### src/rtl/vga_pixel_clip_fifo.sv
// vga_pixel_clip_fifo: clips off-screen pixels, queues the rest and drains one per cycle to the VGA adapter.
// Optional PIXEL_CLIP_STATS_EN adds saturating kept/dropped pixel counters.
module vga_pixel_clip_fifo #(
    parameter int DEPTH    = 8,
    parameter int SCREEN_W = 160,
    parameter int SCREEN_H = 120
) (
    input  logic       clk,
    input  logic       rst_n,
    input  logic       in_valid,
    output logic       in_ready,
    input  logic [8:0] in_x,
    input  logic [7:0] in_y,
    input  logic [2:0] in_colour,
    input  logic       drain_en,
    input  logic       flush_req,
    output logic       flush_done,
    output logic [7:0] vga_x,
    output logic [6:0] vga_y,
    output logic [2:0] vga_colour,
    output logic       vga_plot
`ifdef PIXEL_CLIP_STATS_EN
    ,
    output logic [15:0] kept_count,
    output logic [15:0] drop_count
`endif
);
    localparam int AW = $clog2(DEPTH);
    localparam logic [1:0] RUN = 2'd0, FLUSH = 2'd1, DONE = 2'd2;

    logic [1:0]    state;
    logic          live;
    logic [AW-1:0] wr_ptr, rd_ptr;
    logic [AW:0]   count;
    logic [17:0]   mem [DEPTH];
    logic          full, empty, accept, in_frame, push, pop;

    assign full       = count == (AW+1)'(DEPTH);
    assign empty      = count == '0;
    assign in_ready   = live && !full && state == RUN;
    assign accept     = in_valid && in_ready;
    // sign bits reject negatives, so the upper-bound compares can use the magnitude bits
    assign in_frame   = !in_x[8] && !in_y[7] && int'(in_x[7:0]) < SCREEN_W && int'(in_y[6:0]) < SCREEN_H;
    assign push       = accept && in_frame;
    assign pop        = !empty && drain_en;
    assign flush_done = state == DONE;

    always_ff @(posedge clk) begin
        if (push) mem[wr_ptr] <= {in_x[7:0], in_y[6:0], in_colour};
    end

    always_ff @(posedge clk or negedge rst_n) begin
        if (!rst_n) begin
            state      <= RUN;
            live       <= 1'b0;
            wr_ptr     <= '0;
            rd_ptr     <= '0;
            count      <= '0;
            vga_plot   <= 1'b0;
            vga_x      <= '0;
            vga_y      <= '0;
            vga_colour <= '0;
        end else begin
            live     <= 1'b1;
            vga_plot <= pop;
            count    <= count + (AW+1)'(push) - (AW+1)'(pop);
            if (push) wr_ptr <= wr_ptr + AW'(1);
            if (pop) begin
                rd_ptr <= rd_ptr + AW'(1);
                {vga_x, vga_y, vga_colour} <= mem[rd_ptr];
            end
            // an empty FIFO with no incoming pixel skips FLUSH and reports at once
            state <= state == RUN   ? (flush_req ? ((empty && !push) ? DONE : FLUSH) : RUN) :
                     state == FLUSH ? (empty ? DONE : FLUSH) : RUN;
        end
    end

`ifdef PIXEL_CLIP_STATS_EN
    always_ff @(posedge clk or negedge rst_n) begin
        if (!rst_n) begin
            kept_count <= '0;
            drop_count <= '0;
        end else begin
            if (push && kept_count != 16'hFFFF) kept_count <= kept_count + 16'd1;
            if (accept && !in_frame && drop_count != 16'hFFFF) drop_count <= drop_count + 16'd1;
        end
    end
`endif
endmodule

### config.mk
export PLATFORM = sky130hd
export DESIGN_NAME = vga_pixel_clip_fifo
export DESIGN_NICKNAME = d
export VERILOG_FILES = /design/src/rtl/vga_pixel_clip_fifo.sv
export SDC_FILE = /design/constraint.sdc
export NUM_CORES = 1
export LEC_CHECK = 0
export ABC_AREA = 1
export ABC_CLOCK_PERIOD_IN_PS = 2300
export BUFFER_PORTS_ARGS = -buffer_cell sky130_fd_sc_hd__clkbuf_2
export CAP_MARGIN = 40
export CORE_ASPECT_RATIO = 0.9
export CORE_MARGIN = 3
export CORE_UTILIZATION = 25
export CTS_CLUSTER_SIZE = 12
export DETAILED_ROUTE_END_ITERATION = 16
export PLACE_DENSITY = 0.46
export SYNTH_ARGS = -nofsm -noshare
export SYNTH_HDL_FRONTEND = slang
export SYNTH_SLANG_ARGS = --single-unit
### constraint.sdc
create_clock -name clk -period 2.3 [get_ports clk]
set_input_delay 0.46 -clock clk [delete_from_list [all_inputs] [get_ports clk]]
set_output_delay 0.46 -clock clk [all_outputs]
set_load 0.02 [all_outputs]
==> run summary <==
Worst Hold Class - primary input to flip-flop
drt via density - 4.11
Worst Path Arrival - 1.67 ns
Cell Area, Placed - 8500 um2
DR vias - 4954
crit path time final - 2.13 ns
FF+latch count, synth - 176
CTS H-tree lvls - 4
Clock Power Share - 0.281
Yosys top cell area share - 0.568
leakage - 3.97 nW
Syn Area/Cell - 10.5 um2
status - complete, no violations
Netlist cell types - 30
VDD IR max - 0.713 mV
antenna-violating nets left - 0
max_cap viols - 0
Max Root-Sink Buffers - 2
fin cells - 1205
Final Hold Viols - 0
site row count - 59
gr ovfl total - 0
Synth area leaders - edfxtp_1 (57%), nand2_1 (12%), dfrtp_1 (11%)
post_cts resized - 0
die width - 190 um
vias in the first global route - 4630
initial antenna violation count - 1
IO buf count - 45
most common cell after layout, fill and taps aside - nand2_1
Pre-antenna DRT Iters - 5
net count after synthesis - 758
Req. time, crit path - 1.84 ns
clock sink count - 176
chip height - 172 um
area occupied by multi-input gates - 1820 um2
Post-Layout Inst Area - 9060 um2
Placed Cells - 1172
R2R cell count - 12
wire per inst - 15.7 um
drt total wl - 18900 um
core area - 29500 um2
Ys Warns - 0
commonest cells after routing, fill and taps aside - nand2_1 (235), edfxtp_1 (144), inv_1 (123)
NetSw - 3.56 mW
Post-DP HPWL - 11300 um
crit path launch type - flip-flop
Hold WS - 0.276 ns
count of pins over their slew limit - 0
FF-to-FF Start - count[2]
Worst-Skew Late Latency - 0.43 ns
first-pass GRT wire length - 29000 um
largest net degree at the start of global routing - 74
proportion of layout cells with a drive suffix above 1 - 0.164
Syn Inst Count - 724
leading area contributor after synthesis - edfxtp_1
worst-path maximum fanout - 6
Final Cycle Share - 0.927
initial core utilization - 0.259
Critical Path Sink Type - primary output
die area - 32600 um2
FMAX - 469 MHz
Final Skew - 0.0136 ns
post-CTS setup buffer count - 0
synthesized cell area - 7620 um2
clock root buffer - clkbuf_16
Util after Layout - 0.307
Rel. slew slack - 0.587
Gate power share - 0.317
Worst R2R Setup Slack - 0.21 ns
TritonCTS Buffers - 17
Cell Pwr Density - 1080 nW/um2
Sw Share - 0.366
# fillers - 3013
DRC - 0
hold path depth - 1
TNS Setup - 0 ns
Worst-Margin Slew - 0.620 ns
Worst Hold End - mem[6][16]
gpl congestion - 0.716
Power Internal - 6.18 mW
# IOs - 46
area grow syn2layout - 18.9%
TritonCTS clock tree - done
FF/Latch Area - 5130 um2
Hold Crit Start - in_x[6]
Initial DRC Count - 356
fin nets - 830
sequential share of power - 0.402
FF-to-FF End - count[1]
CTS Hold Bufs - 1
setup violators final - 0
Total Routing Usage GR - 0.120
crit path kind - flip-flop to primary output
RSZ-0062 raised after global routing - false
post-synthesis sequential area ratio - 0.673
Antenna Cells - 0
clock-pin slew on the worst setup and hold paths - 0.07 ns
==> layout make-up <==
| cell class | instances | area share |
|---|---|---|
| sequential | 176 | 0.566 |
| timing repair buffer | 82 | 0.0641 |
| clock buffer | 20 | 0.0482 |
| clock inverter | 12 | 0.0120 |
| tap | 396 | 0.0547 |
| inverter | 127 | 0.0535 |
| multi-input combinational | 392 | 0.201 |
==> power by group through the flow <==
stage          logic, mW  clock network [mW]  registers, mW
2_1_floorplan       2.13                   0           4.13
3_3_place_gp        3.14                   0           3.99
3_5_place_dp        3.14                   0           3.99
4_1_cts             3.16                2.81           3.92
5_1_grt             3.50                2.96           3.96
6_report            3.09                2.74           3.91
==> layer usage <==
metal  vias up  share of wire  routed length (um)  track usage
li1       2469              -                   -            -
met1      2380           0.52                9910        0.178
met2        91           0.44                8240        0.180
met3        12          0.033                 615       0.0291
met4         2         0.0061                 116       0.0225
met5         -        0.00063                  12            0
==> synth_stat cells, drive strengths merged <==
cell type / number
ha: 8
dfrtp: 32
edfxtp: 144
nand3: 115
o21ai: 2
inv: 127
conb: 1
nand2: 236
buf: 29
nand4: 1
a21oi: 3
xor2: 3
xnor2: 2
a22oi: 1
nor2: 18
o211ai: 1
fa: 1
==> metrics by stage <==
stage / worst slack, ns / total power, mW
global route: 0.0510 / 10.4
detailed placement: -0.0304 / 7.13
global placement: -0.0299 / 7.13
floorplan: 0.118 / 6.27
CTS: 0.138 / 9.89
finish: 0.167 / 9.74
==> logic make-up (layout without fill, tap and decap cells) <==
group / after synthesis / count (layout) / synth area share
buffers and inverters: 156 / 241 / 0.0905
AND/OR/NAND/NOR: 370 / 370 / 0.209
flip-flops: 176 / 176 / 0.673
other: 1 / 1 / 0.000492
XOR/XNOR: 5 / 5 / 0.00575
AO/OA/AOI/OAI: 7 / 7 / 0.00624
adder cells (fa/ha/maj): 9 / 9 / 0.0158
==> registers in the layout, summed over array words and instances, names as in the netlist <==
name / cells
live: 1
state: 2
vga_plot: 1
vga_x: 8
mem: 144
wr_ptr: 3
vga_colour: 3
vga_y: 7
rd_ptr: 3
count: 4
==> worst max-delay path by stage <==
stage | from | to | slack, ns | cells after the start
floorplan | in_x[6] | mem[0][0] | 0.12 | 5
global placement | in_y[4] | count[1] | -0.03 | 12
detailed placement | in_y[4] | count[1] | -0.03 | 12
CTS | count[2] | in_ready | 0.14 | 7
global route | count[2] | in_ready | 0.05 | 7
finish | count[2] | in_ready | 0.17 | 7
==> worst max-delay path, stage by stage (launching register included) <==
cell and delay (ns):
dfrtp_1 0.36, inv_1 0.10, ha_1 0.15, inv_1 0.04
nor2_2 0.21, nor2_8 0.06, buf_4 0.17, clkbuf_2 0.16
Note: power is estimated with default switching activity, not from simulation.
